## config.mk

```make
export PLATFORM = sky130hd
export DESIGN_NAME = multicycle_ctrl
export DESIGN_NICKNAME = d
export VERILOG_FILES = /design/src/rtl/mips_ctrl_pkg.sv /design/src/rtl/multicycle_ctrl.sv
export SDC_FILE = /design/constraint.sdc
export NUM_CORES = 1
export LEC_CHECK = 0
export ABC_AREA = 1
export ABC_CLOCK_PERIOD_IN_PS = 1780
export CAP_MARGIN = 40
export CORE_MARGIN = 5
export CORE_UTILIZATION = 50
export CTS_BUF_LIST = sky130_fd_sc_hd__clkbuf_16
export CTS_CLUSTER_SIZE = 14
export DETAILED_ROUTE_END_ITERATION = 10
export GPL_TIMING_DRIVEN = 0
export PLACE_DENSITY = 0.77
export SLEW_MARGIN = 20
export SYNTH_ARGS = -nofsm -noshare
export SYNTH_HDL_FRONTEND = slang
export SYNTH_SLANG_ARGS = --single-unit
```

## constraint.sdc

```tcl
create_clock -name clk -period 1.78 [get_ports clk]
set_input_delay 0.356 -clock clk [delete_from_list [all_inputs] [get_ports clk]]
set_output_delay 0.356 -clock clk [all_outputs]
set_load 0.03 [all_outputs]
```

## src/rtl/mips_ctrl_pkg.sv

```systemverilog
`default_nettype none
// ============================================================================
//  Module      : mips_ctrl_pkg
//  Description : Shared definitions for the multi-cycle MIPS control path:
//                FSM state encoding, opcode constants, ALU operation codes
//                (shared with the ALU control decoder) and the per-state
//                control-word decode used by multicycle_ctrl.
//  Revision    : 1.0 - initial release
// ============================================================================
package mips_ctrl_pkg;

    // ------------------------------------------------------------------
    // FSM state encoding (4 bit)
    // ------------------------------------------------------------------
    typedef logic [3:0] state_t;

    localparam state_t ST_IDLE     = 4'd0;
    localparam state_t ST_FETCH    = 4'd1;
    localparam state_t ST_DECODE   = 4'd2;
    localparam state_t ST_MEM_ADDR = 4'd3;
    localparam state_t ST_MEM_RD   = 4'd4;
    localparam state_t ST_MEM_WB   = 4'd5;
    localparam state_t ST_MEM_WR   = 4'd6;
    localparam state_t ST_EXEC_R   = 4'd7;
    localparam state_t ST_R_WB     = 4'd8;
    localparam state_t ST_EXEC_I   = 4'd9;
    localparam state_t ST_I_WB     = 4'd10;
    localparam state_t ST_BRANCH   = 4'd11;
    localparam state_t ST_JUMP     = 4'd12;

    // ------------------------------------------------------------------
    // Opcodes (IR[31:26])
    // ------------------------------------------------------------------
    localparam logic [5:0] OP_RTYPE = 6'b000000;
    localparam logic [5:0] OP_LW    = 6'b100011;
    localparam logic [5:0] OP_SW    = 6'b101011;
    localparam logic [5:0] OP_BEQ   = 6'b000100;
    localparam logic [5:0] OP_J     = 6'b000010;
    localparam logic [5:0] OP_ADDIU = 6'b001001;

    // ------------------------------------------------------------------
    // ALU operation requests to the ALU control decoder
    // ------------------------------------------------------------------
    localparam logic [1:0] ALU_OP_ADD   = 2'b00;
    localparam logic [1:0] ALU_OP_SUB   = 2'b01;
    localparam logic [1:0] ALU_OP_FUNCT = 2'b10;

    // ALU B-operand and PC source selects
    localparam logic [1:0] SRC_B_RT      = 2'b00;
    localparam logic [1:0] SRC_B_FOUR    = 2'b01;
    localparam logic [1:0] SRC_B_IMM     = 2'b10;
    localparam logic [1:0] SRC_B_IMM_SH2 = 2'b11;

    localparam logic [1:0] PC_SRC_ALU    = 2'b00;
    localparam logic [1:0] PC_SRC_ALUOUT = 2'b01;
    localparam logic [1:0] PC_SRC_JUMP   = 2'b10;

    // ------------------------------------------------------------------
    // Moore control word. ir_write and the fetch-time pc_write are not
    // part of it: they are gated by mem_ready in the top level.
    // ------------------------------------------------------------------
    typedef struct packed {
        logic       pc_write;
        logic       pc_write_cond;
        logic       iord;
        logic       mem_read;
        logic       mem_write;
        logic       reg_dst;
        logic       mem_to_reg;
        logic       reg_write;
        logic       alu_src_a;
        logic [1:0] alu_src_b;
        logic [1:0] alu_ct_op;
        logic [1:0] pc_source;
    } ctl_t;

    function automatic ctl_t ctl_decode(input state_t st);
        ctl_t c;
        c = '0;
        case (st)
            ST_FETCH: begin
                c.mem_read  = 1'b1;
                c.alu_src_b = SRC_B_FOUR;
                c.alu_ct_op = ALU_OP_ADD;
                c.pc_source = PC_SRC_ALU;
            end
            ST_DECODE: begin
                c.alu_src_b = SRC_B_IMM_SH2;
                c.alu_ct_op = ALU_OP_ADD;
            end
            ST_MEM_ADDR, ST_EXEC_I: begin
                c.alu_src_a = 1'b1;
                c.alu_src_b = SRC_B_IMM;
                c.alu_ct_op = ALU_OP_ADD;
            end
            ST_MEM_RD: begin
                c.iord     = 1'b1;
                c.mem_read = 1'b1;
            end
            ST_MEM_WB: begin
                c.mem_to_reg = 1'b1;
                c.reg_write  = 1'b1;
            end
            ST_MEM_WR: begin
                c.iord      = 1'b1;
                c.mem_write = 1'b1;
            end
            ST_EXEC_R: begin
                c.alu_src_a = 1'b1;
                c.alu_src_b = SRC_B_RT;
                c.alu_ct_op = ALU_OP_FUNCT;
            end
            ST_R_WB: begin
                c.reg_dst   = 1'b1;
                c.reg_write = 1'b1;
            end
            ST_I_WB: begin
                c.reg_write = 1'b1;
            end
            ST_BRANCH: begin
                c.alu_src_a     = 1'b1;
                c.alu_src_b     = SRC_B_RT;
                c.alu_ct_op     = ALU_OP_SUB;
                c.pc_source     = PC_SRC_ALUOUT;
                c.pc_write_cond = 1'b1;
            end
            ST_JUMP: begin
                c.pc_source = PC_SRC_JUMP;
                c.pc_write  = 1'b1;
            end
            default: c = '0;
        endcase
        return c;
    endfunction

    // States that hold a memory request open until mem_ready
    function automatic logic is_wait_state(input state_t st);
        return (st == ST_FETCH) || (st == ST_MEM_RD) || (st == ST_MEM_WR);
    endfunction

endpackage : mips_ctrl_pkg
`default_nettype wire

```

## src/rtl/multicycle_ctrl.sv

```systemverilog
`default_nettype none
// ============================================================================
//  Module      : multicycle_ctrl
//  Description : Main control FSM of the multi-cycle MIPS core. Sequences the
//                shared ALU, register file, PC, IR and unified memory; stalls
//                on mem_ready and aborts any access that waits MEM_TIMEOUT
//                cycles without completion (bus_err).
//  Ports       : clk, rst (async, active high)
//                opcode[5:0], zero, mem_ready            - inputs
//                pc_write, pc_write_cond, iord, mem_read, mem_write, ir_write,
//                reg_dst, mem_to_reg, reg_write, alu_src_a, alu_src_b[1:0],
//                alu_ct_op[1:0], pc_source[1:0], illegal_op, bus_err - outputs
//  Revision    : 1.0 - initial release
// ============================================================================
module multicycle_ctrl
    import mips_ctrl_pkg::*;
#(
    parameter int MEM_TIMEOUT = 15    // 1..255
) (
    input  logic       clk,
    input  logic       rst,
    input  logic [5:0] opcode,
    input  logic       zero,
    input  logic       mem_ready,
    output logic       pc_write,
    output logic       pc_write_cond,
    output logic       iord,
    output logic       mem_read,
    output logic       mem_write,
    output logic       ir_write,
    output logic       reg_dst,
    output logic       mem_to_reg,
    output logic       reg_write,
    output logic       alu_src_a,
    output logic [1:0] alu_src_b,
    output logic [1:0] alu_ct_op,
    output logic [1:0] pc_source,
    output logic       illegal_op,
    output logic       bus_err
);

    // Wait-counter value at which the next miss is the MEM_TIMEOUT-th one
    localparam logic [7:0] c_wait_last = 8'(MEM_TIMEOUT - 1);

    state_t     r_state;
    state_t     w_state_next;
    ctl_t       r_ctl;
    logic [7:0] r_wait_cnt;
    logic       r_illegal;
    logic       r_bus_err;
    logic       w_timeout;
    logic       w_illegal;
    logic       w_in_fetch;

    // zero is consumed by the datapath's branch gating, not by the sequencer
    logic       w_unused_zero;
    assign w_unused_zero = zero;

    // ------------------------------------------------------------------
    // Next-state logic
    // ------------------------------------------------------------------
    always_comb begin
        w_state_next = r_state;
        w_illegal    = 1'b0;
        w_timeout    = is_wait_state(r_state) && !mem_ready &&
                       (r_wait_cnt == c_wait_last);
        case (r_state)
            ST_IDLE:   w_state_next = ST_FETCH;
            ST_FETCH: begin
                if (mem_ready)      w_state_next = ST_DECODE;
                else if (w_timeout) w_state_next = ST_FETCH;
            end
            ST_DECODE: begin
                case (opcode)
                    OP_RTYPE:     w_state_next = ST_EXEC_R;
                    OP_LW, OP_SW: w_state_next = ST_MEM_ADDR;
                    OP_ADDIU:     w_state_next = ST_EXEC_I;
                    OP_BEQ:       w_state_next = ST_BRANCH;
                    OP_J:         w_state_next = ST_JUMP;
                    default: begin
                        // PC was already advanced in FETCH; just refetch
                        w_state_next = ST_FETCH;
                        w_illegal    = 1'b1;
                    end
                endcase
            end
            ST_MEM_ADDR: w_state_next = (opcode == OP_LW) ? ST_MEM_RD : ST_MEM_WR;
            ST_MEM_RD: begin
                if (mem_ready)      w_state_next = ST_MEM_WB;
                else if (w_timeout) w_state_next = ST_FETCH;
            end
            ST_MEM_WR: begin
                if (mem_ready || w_timeout) w_state_next = ST_FETCH;
            end
            ST_EXEC_R: w_state_next = ST_R_WB;
            ST_EXEC_I: w_state_next = ST_I_WB;
            ST_MEM_WB, ST_R_WB, ST_I_WB, ST_BRANCH, ST_JUMP:
                       w_state_next = ST_FETCH;
            default:   w_state_next = ST_IDLE;
        endcase
    end

    // ------------------------------------------------------------------
    // State, control word, wait counter and event pulses. The control word
    // is decoded from the next state so outputs come straight from flops.
    // The pulses are visible during the cycle after the event (first FETCH).
    // ------------------------------------------------------------------
    always_ff @(posedge clk or posedge rst) begin
        if (rst) begin
            r_state    <= ST_IDLE;
            r_ctl      <= '0;
            r_wait_cnt <= 8'd0;
            r_illegal  <= 1'b0;
            r_bus_err  <= 1'b0;
        end else begin
            r_state   <= w_state_next;
            r_ctl     <= ctl_decode(w_state_next);
            r_illegal <= w_illegal;
            r_bus_err <= w_timeout;
            // A timed-out fetch re-enters FETCH, which counts as a new entry
            if (is_wait_state(w_state_next) &&
                ((w_state_next != r_state) || w_timeout)) begin
                r_wait_cnt <= 8'd0;
            end else if (is_wait_state(r_state) && !mem_ready) begin
                r_wait_cnt <= r_wait_cnt + 8'd1;
            end
        end
    end

    // ------------------------------------------------------------------
    // Outputs. IR load and PC increment happen only on a completed fetch.
    // ------------------------------------------------------------------
    assign w_in_fetch    = (r_state == ST_FETCH);
    assign ir_write      = w_in_fetch && mem_ready;
    assign pc_write      = r_ctl.pc_write || (w_in_fetch && mem_ready);
    assign pc_write_cond = r_ctl.pc_write_cond;
    assign iord          = r_ctl.iord;
    assign mem_read      = r_ctl.mem_read;
    assign mem_write     = r_ctl.mem_write;
    assign reg_dst       = r_ctl.reg_dst;
    assign mem_to_reg    = r_ctl.mem_to_reg;
    assign reg_write     = r_ctl.reg_write;
    assign alu_src_a     = r_ctl.alu_src_a;
    assign alu_src_b     = r_ctl.alu_src_b;
    assign alu_ct_op     = r_ctl.alu_ct_op;
    assign pc_source     = r_ctl.pc_source;
    assign illegal_op    = r_illegal;
    assign bus_err       = r_bus_err;

endmodule : multicycle_ctrl
`default_nettype wire

```

==> impl_metrics.csv, run 1 <==
group,metric,value,unit
clocking,cts_max_level,1,
synthesis,yosysTopAreaCell,"dfrtp_1",
status,status,"finished with violations",
cells_and_area,syn_to_final_growth,53.9,%
power_and_ir_drop,ir_drop,0.00115,V
routing,drt-total-wl,4.82,mm
sta,worst_slew_pin_slew,0.449,ns
sta,hold_viol,0,
die,start_util,0.530,
global_route,grt_pass1_vias,1383,
global_route,grt-ovfl-total,0,
cells_and_area,regMostFlops,"r_wait_cnt",
clocking,cts_tree,"built",
sta,skew,0.00750,ns
global_route,antenna_found_initial,0,
setup_path,critPathKind,"flip-flop to flip-flop",
synthesis,ys_types,22,
sta,grt_setup_unrepaired,"true",
sta,slew_viol_final,0,
die,die_area,0.00417,sq mm
routing,dr.pass1.iters,5,
cells_and_area,fin_util,0.816,
die,num_rows,19,
cells_and_area,nets,255,
routing,via_per_inst,5.74,
synthesis,syn_area,0.00149,sq mm
place,hpwl,2.52,mm
clocking,clock_path_buffers,2,
cells_and_area,layout_commonest_cell,"dfrtp_1",
power_and_ir_drop,p_leak,1.19,nW
job,max_cap_viol_count,0,
synthesis,syn_nets,204,
setup_path,crit_path_frequent_cell,"nand2_1",
setup_path,path_buf_inv,3,
status,violations,"setup timing",
global_route,track_usage,0.184,
cells_and_area,reg.largest.list,"r_wait_cnt: 8 flops, r_state: 4 flops",
die,die_w,64.5,um
place,place_inst,250,
synthesis,yosysTopAreaCellShare,0.454,
clocking,insertion_delay,0.26,ns
clocking,cts_buffers,3,
place,io_buffers,26,
synthesis,synth_cells,192,
min_path,min_path_type,"primary input to async pin",
power_and_ir_drop,p_total,4.19,mW
setup_path,endpoint_kind,"flip-flop",
synthesis,synth.avg_cell_area,7.75,sq um
synthesis,ys_top_cells_by_area,"dfrtp_1 45%, nand2_1 10%, nor2_1 8.3%, inv_1 6.3%, nand3_1 5.0%",
setup_path,max_stage_delay,0.42,ns
cells_and_area,insertedDiodeCount,0,
setup_path,crit_path_cell_trace,"buf_6 > inv_4 > nand2_1 > nor2_1 > nor2_2 > nand2_4 > inv_1 > nand2_1 > o31ai_1",
cells_and_area,largest_register_ffs,8,
cells_and_area,finalNonFillerCells,273,
setup_path,path_max_fanout,5,
clocking,clkSlewWorstSetupHoldPaths,0.07,ns
sta,fin_ws,-0.0987,ns
setup_path,crit_arrival,2.03,ns
power_and_ir_drop,power_density,1830,mW/mm^2
die,core,0.00281,sq mm
clocking,postCtsHoldBufs,0,
setup_path,worst_ep_required_time,1.93,ns
sta,maxSlewHeadroom,0.700,
synthesis,ys_seq_area_frac,0.454,
sta,hold_ws,0.401,ns
routing,antenna_left,0,
die,ios,28,
routing,drc,0,
setup_path,startpoint_type,"flip-flop",
global_route,grt_pass1_wl,6.13,mm
synthesis,yosysWarnings,0,
die,fp.dieH,64.5,um
routing,wl_per_cell,17.6,um
place,globalplace.congestion,0.918,
synthesis,synth-seq-cells,27,
sta,setup_violations,12,
clocking,cts.sinks,27,
sta,fin_crit_sh,1.06,
cells_and_area,final_cell_mix,"26 x dfrtp_1, 24 x nand2_1, 23 x buf_4",
setup_path,crit_family,"simple AND/OR/NAND/NOR gates",
cells_and_area,drive_gt1_frac,0.417,
setup_path,slowest_stage,"dfrtp_1",
sta,fmax,532,MHz
clocking,clockRootBuffer,"clkbuf_16",
routing,first_iter_violations,97,
sta,fin_crit,1.88,ns
routing,vias,1566,
global_route,grt_max_degree,20,
==> through the flow <==
step | setup slack [ns] | setup TNS (ns) | instance area, sq um
after floorplan | 0.164 | 0 | 1490
after global placement | -0.470 | -5.27 | 1790
after detailed placement | -0.509 | -6.04 | 1810
after CTS | -0.0811 | -0.652 | 1990
after global routing | -0.212 | -2.03 | 2290
final | -0.0987 | -0.864 | 2290
==> path summary, 6_finish.rpt <==
path,start,endpoint,slack (ns),cells past startpoint
max,r_state[2],mem_read,-0.1,9
min,rst,r_wait_cnt[3],0.40,2
max reg2reg,r_state[2],mem_read,-0.1,9
min reg2reg,r_wait_cnt[7],r_wait_cnt[7],0.62,2
max in group asynchronous,rst,r_state[0],0.91,3
min in group clk,r_wait_cnt[7],r_wait_cnt[7],0.62,2
==> cell families (layout without fill, tap and decap cells) <==
family,Yosys count,after routing,share of synthesized area
xor gates and xnor gates,7,7,0.0412
DFF,27,27,0.454
adders and majority gates,2,2,0.0168
and+or+nand+nor,108,108,0.334
AOI/OAI and AO/OA,15,15,0.0555
buffers and inverters,33,83,0.0984
==> worst reg2reg max path, cell delays in order, from the launching register on <==
cell,delay (ns)
dfrtp_1,0.42
buf_6,0.16
inv_4,0.04
nand2_1,0.11
nor2_1,0.08
nor2_2,0.21
nand2_4,0.13
inv_1,0.21
nand2_1,0.15
o31ai_1,0.25
==> power breakdown <==
| part | switching [mW] | internal [mW] | total (mW) |
|---|---|---|---|
| sequential | 0.112 | 0.777 | 0.889 |
| clock | 0.213 | 0.305 | 0.518 |
| combinational | 1.76 | 1.03 | 2.78 |
==> Yosys cell counts <==
master,instances
buf_4,6
nor2_1,33
nand3_1,15
nand3b_1,1
a21oi_1,10
nand2_2,6
inv_1,25
nor2_2,2
o31ai_1,1
or2_2,1
o21ai_0,2
nand2_4,3
a41oi_1,1
dfrtp_1,27
ha_1,2
nand2_1,41
o22ai_1,1
nand3_2,2
nor3b_1,1
nand4_1,3
inv_2,2
xor2_1,7
==> layout make-up <==
cell class | count | area [sq um]
Fill cell | 158 | 515
Timing Repair Buffer | 46 | 457
Inverter | 27 | 111
Sequential cell | 27 | 677
Clock buffer | 3 | 75.1
Tap cell | 31 | 38.8
Multi-Input combinational cell | 132 | 878
Clock inverter | 1 | 7.51
Buffer | 6 | 45.0
==> repair_timing <==
item | CTS | global route
resized for setup | 29 | 70
endpoints found under the setup margin | 11 | 22
pin swaps | 16 | 26
setup buffers | 7 | 12
==> layer usage <==
| metal | up-vias | global-route usage | wire [um] |
|---|---|---|---|
| li1 | 694 | - | - |
| met1 | 754 | 0.238 | 1750 |
| met2 | 97 | 0.312 | 2530 |
| met3 | 21 | 0.0276 | 384 |
| met4 | 0 | 0.0712 | 147 |
| met5 | - | 0 | 0 |
No activity file was read; power rests on OpenSTA's default activity.
==> run 2: changes to the inputs <==
RECOVER_POWER = 100   (was default)
==> run 2 against run 1 <==
  * The flow still finishes with violations (setup timing)
  * Setup slack got worse by 0.0053 ns
  * Via count decreased by 0.13%
  * First-iteration DRC count increased by 19%
  * Clock skew about the same
  * Sequential share of layout area increased by 0.29 points
  * Highest routed layer unchanged
==> impl_metrics.csv, run 2 (same netlist as run 1, synthesis figures left out) <==
group,metric,value,unit
global_route,grt-ovfl-total,0,
status,status,"finished with violations",
power_and_ir_drop,ir_drop,0.00116,V
clocking,cts_max_level,1,
sta,slew_viol_final,0,
die,fp.dieH,64.5,um
place,place_inst,250,
sta,skew,0.00736,ns
clocking,clock_path_buffers,2,
routing,first_iter_violations,115,
place,globalplace.congestion,0.918,
cells_and_area,reg.largest.list,"r_wait_cnt: 8 flops, r_state: 4 flops",
global_route,grt_pass1_wl,6.13,mm
status,violations,"setup timing",
clocking,insertion_delay,0.26,ns
setup_path,critPathKind,"flip-flop to flip-flop",
die,ios,28,
die,die_area,0.00417,sq mm
cells_and_area,finalNonFillerCells,273,
place,io_buffers,26,
global_route,antenna_found_initial,0,
die,core,0.00281,sq mm
sta,hold_viol,0,
clocking,cts_buffers,3,
cells_and_area,syn_to_final_growth,52.4,%
setup_path,startpoint_type,"flip-flop",
clocking,clockRootBuffer,"clkbuf_16",
sta,fin_crit,1.88,ns
die,num_rows,19,
cells_and_area,nets,255,
routing,drc,0,
cells_and_area,fillers,161,
sta,fmax,531,MHz
sta,setup_violations,12,
global_route,track_usage,0.184,
min_path,min_path_type,"primary input to async pin",
cells_and_area,largest_register_ffs,8,
routing,dr.pass1.iters,4,
setup_path,path_max_fanout,5,
sta,worst_slew_pin_slew,0.490,ns
clocking,postCtsHoldBufs,0,
global_route,grt_pass1_vias,1383,
sta,fin_ws,-0.104,ns
clocking,clkSlewWorstSetupHoldPaths,0.07,ns
die,start_util,0.530,
power_and_ir_drop,p_leak,1.18,nW
cells_and_area,layout_commonest_cell,"dfrtp_1",
sta,fin_crit_sh,1.06,
job,max_cap_viol_count,0,
clocking,cts.sinks,27,
routing,drt-total-wl,4.81,mm
setup_path,crit_arrival,2.04,ns
routing,vias,1564,
setup_path,endpoint_kind,"flip-flop",
cells_and_area,regMostFlops,"r_wait_cnt",
setup_path,worst_ep_required_time,1.93,ns
global_route,grt_max_degree,20,
routing,antenna_left,0,
routing,wl_per_cell,17.6,um
routing,via_per_inst,5.73,
cells_and_area,drive_gt1_frac,0.417,
die,die_w,64.5,um
cells_and_area,final_cell_mix,"26 x dfrtp_1, 24 x nand2_1, 23 x buf_4",
cells_and_area,fin_util,0.808,
cells_and_area,insertedDiodeCount,0,
place,hpwl,2.52,mm
sta,grt_setup_unrepaired,"true",
clocking,cts_tree,"built",
sta,maxSlewHeadroom,0.673,
power_and_ir_drop,power_density,1850,mW/mm^2
==> run 2: area by class of cell <==
| cell class | count | area, sq um | share of cell area |
|---|---|---|---|
| Buffer | 6 | 45.0 | 0.0199 |
| Clock buffer | 3 | 75.1 | 0.0331 |
| Clock inverter | 1 | 7.51 | 0.00331 |
| Inverter | 27 | 111 | 0.0491 |
| Multi-Input combinational cell | 132 | 878 | 0.387 |
| Sequential cell | 27 | 677 | 0.299 |
| Tap cell | 31 | 38.8 | 0.0171 |
| Timing Repair Buffer | 46 | 434 | 0.192 |
==> run 2: power by group <==
part	internal [mW]	switching (mW)	total (mW)
registers	0.777	0.113	0.890
logic	1.02	1.76	2.78
clock network	0.305	0.211	0.517
total	2.10	2.08	4.19
==> run 2: metal layers <==
layer | global-route usage | vias to the layer above | wire (um)
li1 | - | 696 | -
met1 | 0.238 | 753 | 1810
met2 | 0.312 | 94 | 2510
met3 | 0.0276 | 21 | 353
met4 | 0.0712 | 0 | 147
met5 | 0 | - | 0
==> run 2: path summary, 6_finish.rpt <==
check / start / end / slack (ns) / cells past startpoint
max in group asynchronous: rst / r_state[0] / 0.46 / 3
min reg2reg: r_wait_cnt[7] / r_wait_cnt[7] / 0.62 / 2
max reg2reg: r_state[2] / mem_read / -0.10 / 9
min: rst / r_wait_cnt[7] / 0.50 / 2
min in group clk: r_wait_cnt[7] / r_wait_cnt[7] / 0.62 / 2
max: r_state[2] / mem_read / -0.10 / 9
==> run 2: timing repair <==
item / 4_1_cts / 5_1_grt
pin swaps: 16 / 26
resized for setup: 29 / 70
endpoints found under the hold margin: 0 / 0
setup buffers: 7 / 12
setup endpoints to repair: 11 / 22
==> run 2: per-stage QoR <==
step | total power [mW] | hold slack, ns | setup WS, ns | setup TNS (ns) | area, sq um
after floorplan | 2.09 | 0.409 | 0.164 | 0 | 1490
after global placement | 2.52 | 0.568 | -0.470 | -5.27 | 1790
after detailed placement | 2.58 | 0.582 | -0.509 | -6.04 | 1810
after CTS | 3.41 | 0.406 | -0.0811 | -0.652 | 1990
after global routing | 4.39 | 0.528 | -0.212 | -2.03 | 2270
final | 4.19 | 0.496 | -0.104 | -0.892 | 2270
==> run 2: worst max-delay path, cell delays in order, from the launching register on <==
cell and delay, ns:
dfrtp_1 0.43, buf_6 0.16, inv_4 0.04, nand2_1 0.11, nor2_1 0.08, nor2_2 0.21, nand2_4 0.13, inv_1 0.21
nand2_1 0.15, o31ai_1 0.25
==> run 3: changes to the inputs <==
ABC_CLOCK_PERIOD_IN_PS = 2400   (was 1780)
CORE_UTILIZATION = 34   (was 50)
PLACE_DENSITY = default   (was 0.77)
RECOVER_POWER = default   (was 100)
clock period = 2.4 ns   (was 1.78 ns; I/O delays follow)
==> run 3 against run 2 <==
  * The flow now finishes without violations
  * Via count fell by 19%
  * Combinational power fell by 55%
  * Clock power fell by 27%
  * Clock skew fell by 0.0010 ns
  * Die area rose by 39%
  * Critical endpoint is now pc_write
  * Cell count rose by 0.73%
  * Global-route usage fell by 7.5 points
  * Highest routed layer unchanged
  * First-iteration DRC count fell by 25%
  * Sequential share of layout area rose by 5.6 points
  * Count of clock-buffer cells in the layout did not move
  * Non-clock buffer count fell by 19
==> impl_metrics.csv, run 3 (same netlist as run 1, synthesis figures left out) <==
group,metric,value,unit
place,pre_cts_ws,-0.117,ns
sta,slew_viol_final,0,
cells_and_area,register_area,676,sq um
sta,grt_setup_unrepaired,"false",
global_route,antenna_found_initial,0,
setup_path,r2r_end,"r_wait_cnt[3]",
clocking,post_cts_buffers,0,
setup_path,max_stage_delay,0.46,ns
power_and_ir_drop,p_total,2.27,mW
global_route,track_usage,0.109,
sta,maxSlewHeadroom,0.625,
cells_and_area,nets,236,
status,status,"finished clean",
die,ios,28,
cells_and_area,finalNonFillerCells,275,
routing,dr.pass1.iters,4,
cells_and_area,reg.largest.list,"r_wait_cnt: 8 flops, r_state: 4 flops",
setup_path,r2r_start,"r_wait_cnt[0]",
setup_path,worst_ep_required_time,1.92,ns
routing,via_per_inst,4.59,
setup_path,startpoint_type,"primary input",
routing,drt-total-wl,3.05,mm
setup_path,r2r_cells,13,
setup_path,critPathKind,"primary input to output pin",
cells_and_area,drive_gt1_frac,0.121,
routing,drc,0,
global_route,grt_max_degree,16,
clocking,cts.sinks,27,
power_and_ir_drop,pwr-share-seq,0.287,
job,max_cap_viol_count,0,
setup_path,crit_path_cell_trace,"clkdlybuf4s50_1 > nand2_1 > inv_1 > or2_2 > dlygate4sd2_1",
setup_path,crit_family,"buffers and inverters",
global_route,grt-ovfl-total,0,
die,num_rows,24,
sta,skew,0.00631,ns
setup_path,endpoint_kind,"output pin",
setup_path,slowest_stage,"clkdlybuf4s50_1",
clocking,clockRootBuffer,"clkbuf_16",
power_and_ir_drop,p_int,1.21,mW
power_and_ir_drop,p_comb_frac,0.547,
setup_path,path_buf_inv,3,
min_path,min_path_type,"primary input to async pin",
sta,fin_ws,0.134,ns
cells_and_area,multiInputGateArea,666,sq um
clocking,cts_max_level,1,
clocking,clock_path_buffers,2,
cells_and_area,syn_to_final_growth,28.1,%
sta,worst_slew_pin_slew,0.562,ns
sta,fin_crit,2.27,ns
routing,antenna_left,0,
place,hpwl,2.40,mm
die,core,0.00429,sq mm
routing,vias,1262,
power_and_ir_drop,p_leak,0.987,nW
place,globalplace.congestion,0.867,
place,place_inst,271,
setup_path,rrSetupSlack,0.48,ns
setup_path,path_max_fanout,4,
routing,first_iter_violations,86,
cells_and_area,regMostFlops,"r_wait_cnt",
place,io_buffers,26,
power_and_ir_drop,swShare,0.468,
global_route,grt_pass1_wl,5.26,mm
clocking,cts_resized,2,
power_and_ir_drop,power_density,1190,mW/mm^2
sta,hold_viol,0,
clocking,postCtsHoldBufs,0,
die,die_area,0.00580,sq mm
die,start_util,0.346,
clocking,insertion_delay,0.26,ns
cells_and_area,insertedDiodeCount,0,
clocking,clkSlewWorstSetupHoldPaths,0.07,ns
cells_and_area,layout_commonest_cell,"nand2_1",
sta,setup_violations,0,
cells_and_area,fillers,443,
die,fp.dieH,76.1,um
global_route,grt_pass1_vias,1199,
clocking,cts_tree,"built",
sta,fmax,441,MHz
sta,hold_ws,0.572,ns
setup_path,crit_arrival,1.79,ns
cells_and_area,final_cell_mix,"41 x nand2_1, 33 x nor2_1, 27 x dfrtp_1",
cells_and_area,largest_register_ffs,8,
power_and_ir_drop,clockPowerShare,0.166,
power_and_ir_drop,p_switching,1.06,mW
sta,fin_setup_tns,0,ns
power_and_ir_drop,ir_drop,0.000466,V
die,die_w,76.1,um
clocking,cts_buffers,3,
routing,wl_per_cell,11.1,um
sta,fin_crit_sh,0.944,
run 3: through the flow:
stage,area (sq um),utilization
2_1_floorplan,1490,-
3_3_place_gp,1810,0.422
3_5_place_dp,1830,0.426
4_1_cts,1910,0.444
5_1_grt,1910,0.444
6_report,1910,0.444
run 3: area by class of cell:
cell class / count / area share
clock buffers: 3 / 0.0394
multi-input cells: 132 / 0.349
plain buffers: 6 / 0.0236
repair buffers: 27 / 0.143
well taps: 52 / 0.0341
clock inverters: 1 / 0.00263
inverters: 27 / 0.0532
flip-flops and latches: 27 / 0.355
run 3: power groups by stage:
stage          registers, mW  clock network [mW]  logic [mW]
6_report               0.651               0.376        1.24
5_1_grt                0.669               0.399        1.37
4_1_cts                0.652               0.382        1.26
3_5_place_dp           0.659                   0        1.26
3_3_place_gp           0.657                   0        1.24
2_1_floorplan          0.725                   0       0.828
run 3: per-layer routing:
metal	up-vias	global-route usage	part of all wire
met4	0	0.0472	0.0052
met1	572	0.130	0.44
met5	-	0	0
li1	657	-	-
met2	31	0.191	0.50
met3	2	0.0154	0.050
run 3: worst max-delay path by stage:
stage	cells past startpoint	endpoint	start
finish	5	pc_write	mem_ready
global route	7	pc_write	r_state[2]
CTS	5	pc_write	mem_ready
detailed placement	5	pc_write	mem_ready
global placement	5	pc_write	mem_ready
floorplan	6	pc_write	r_state[2]
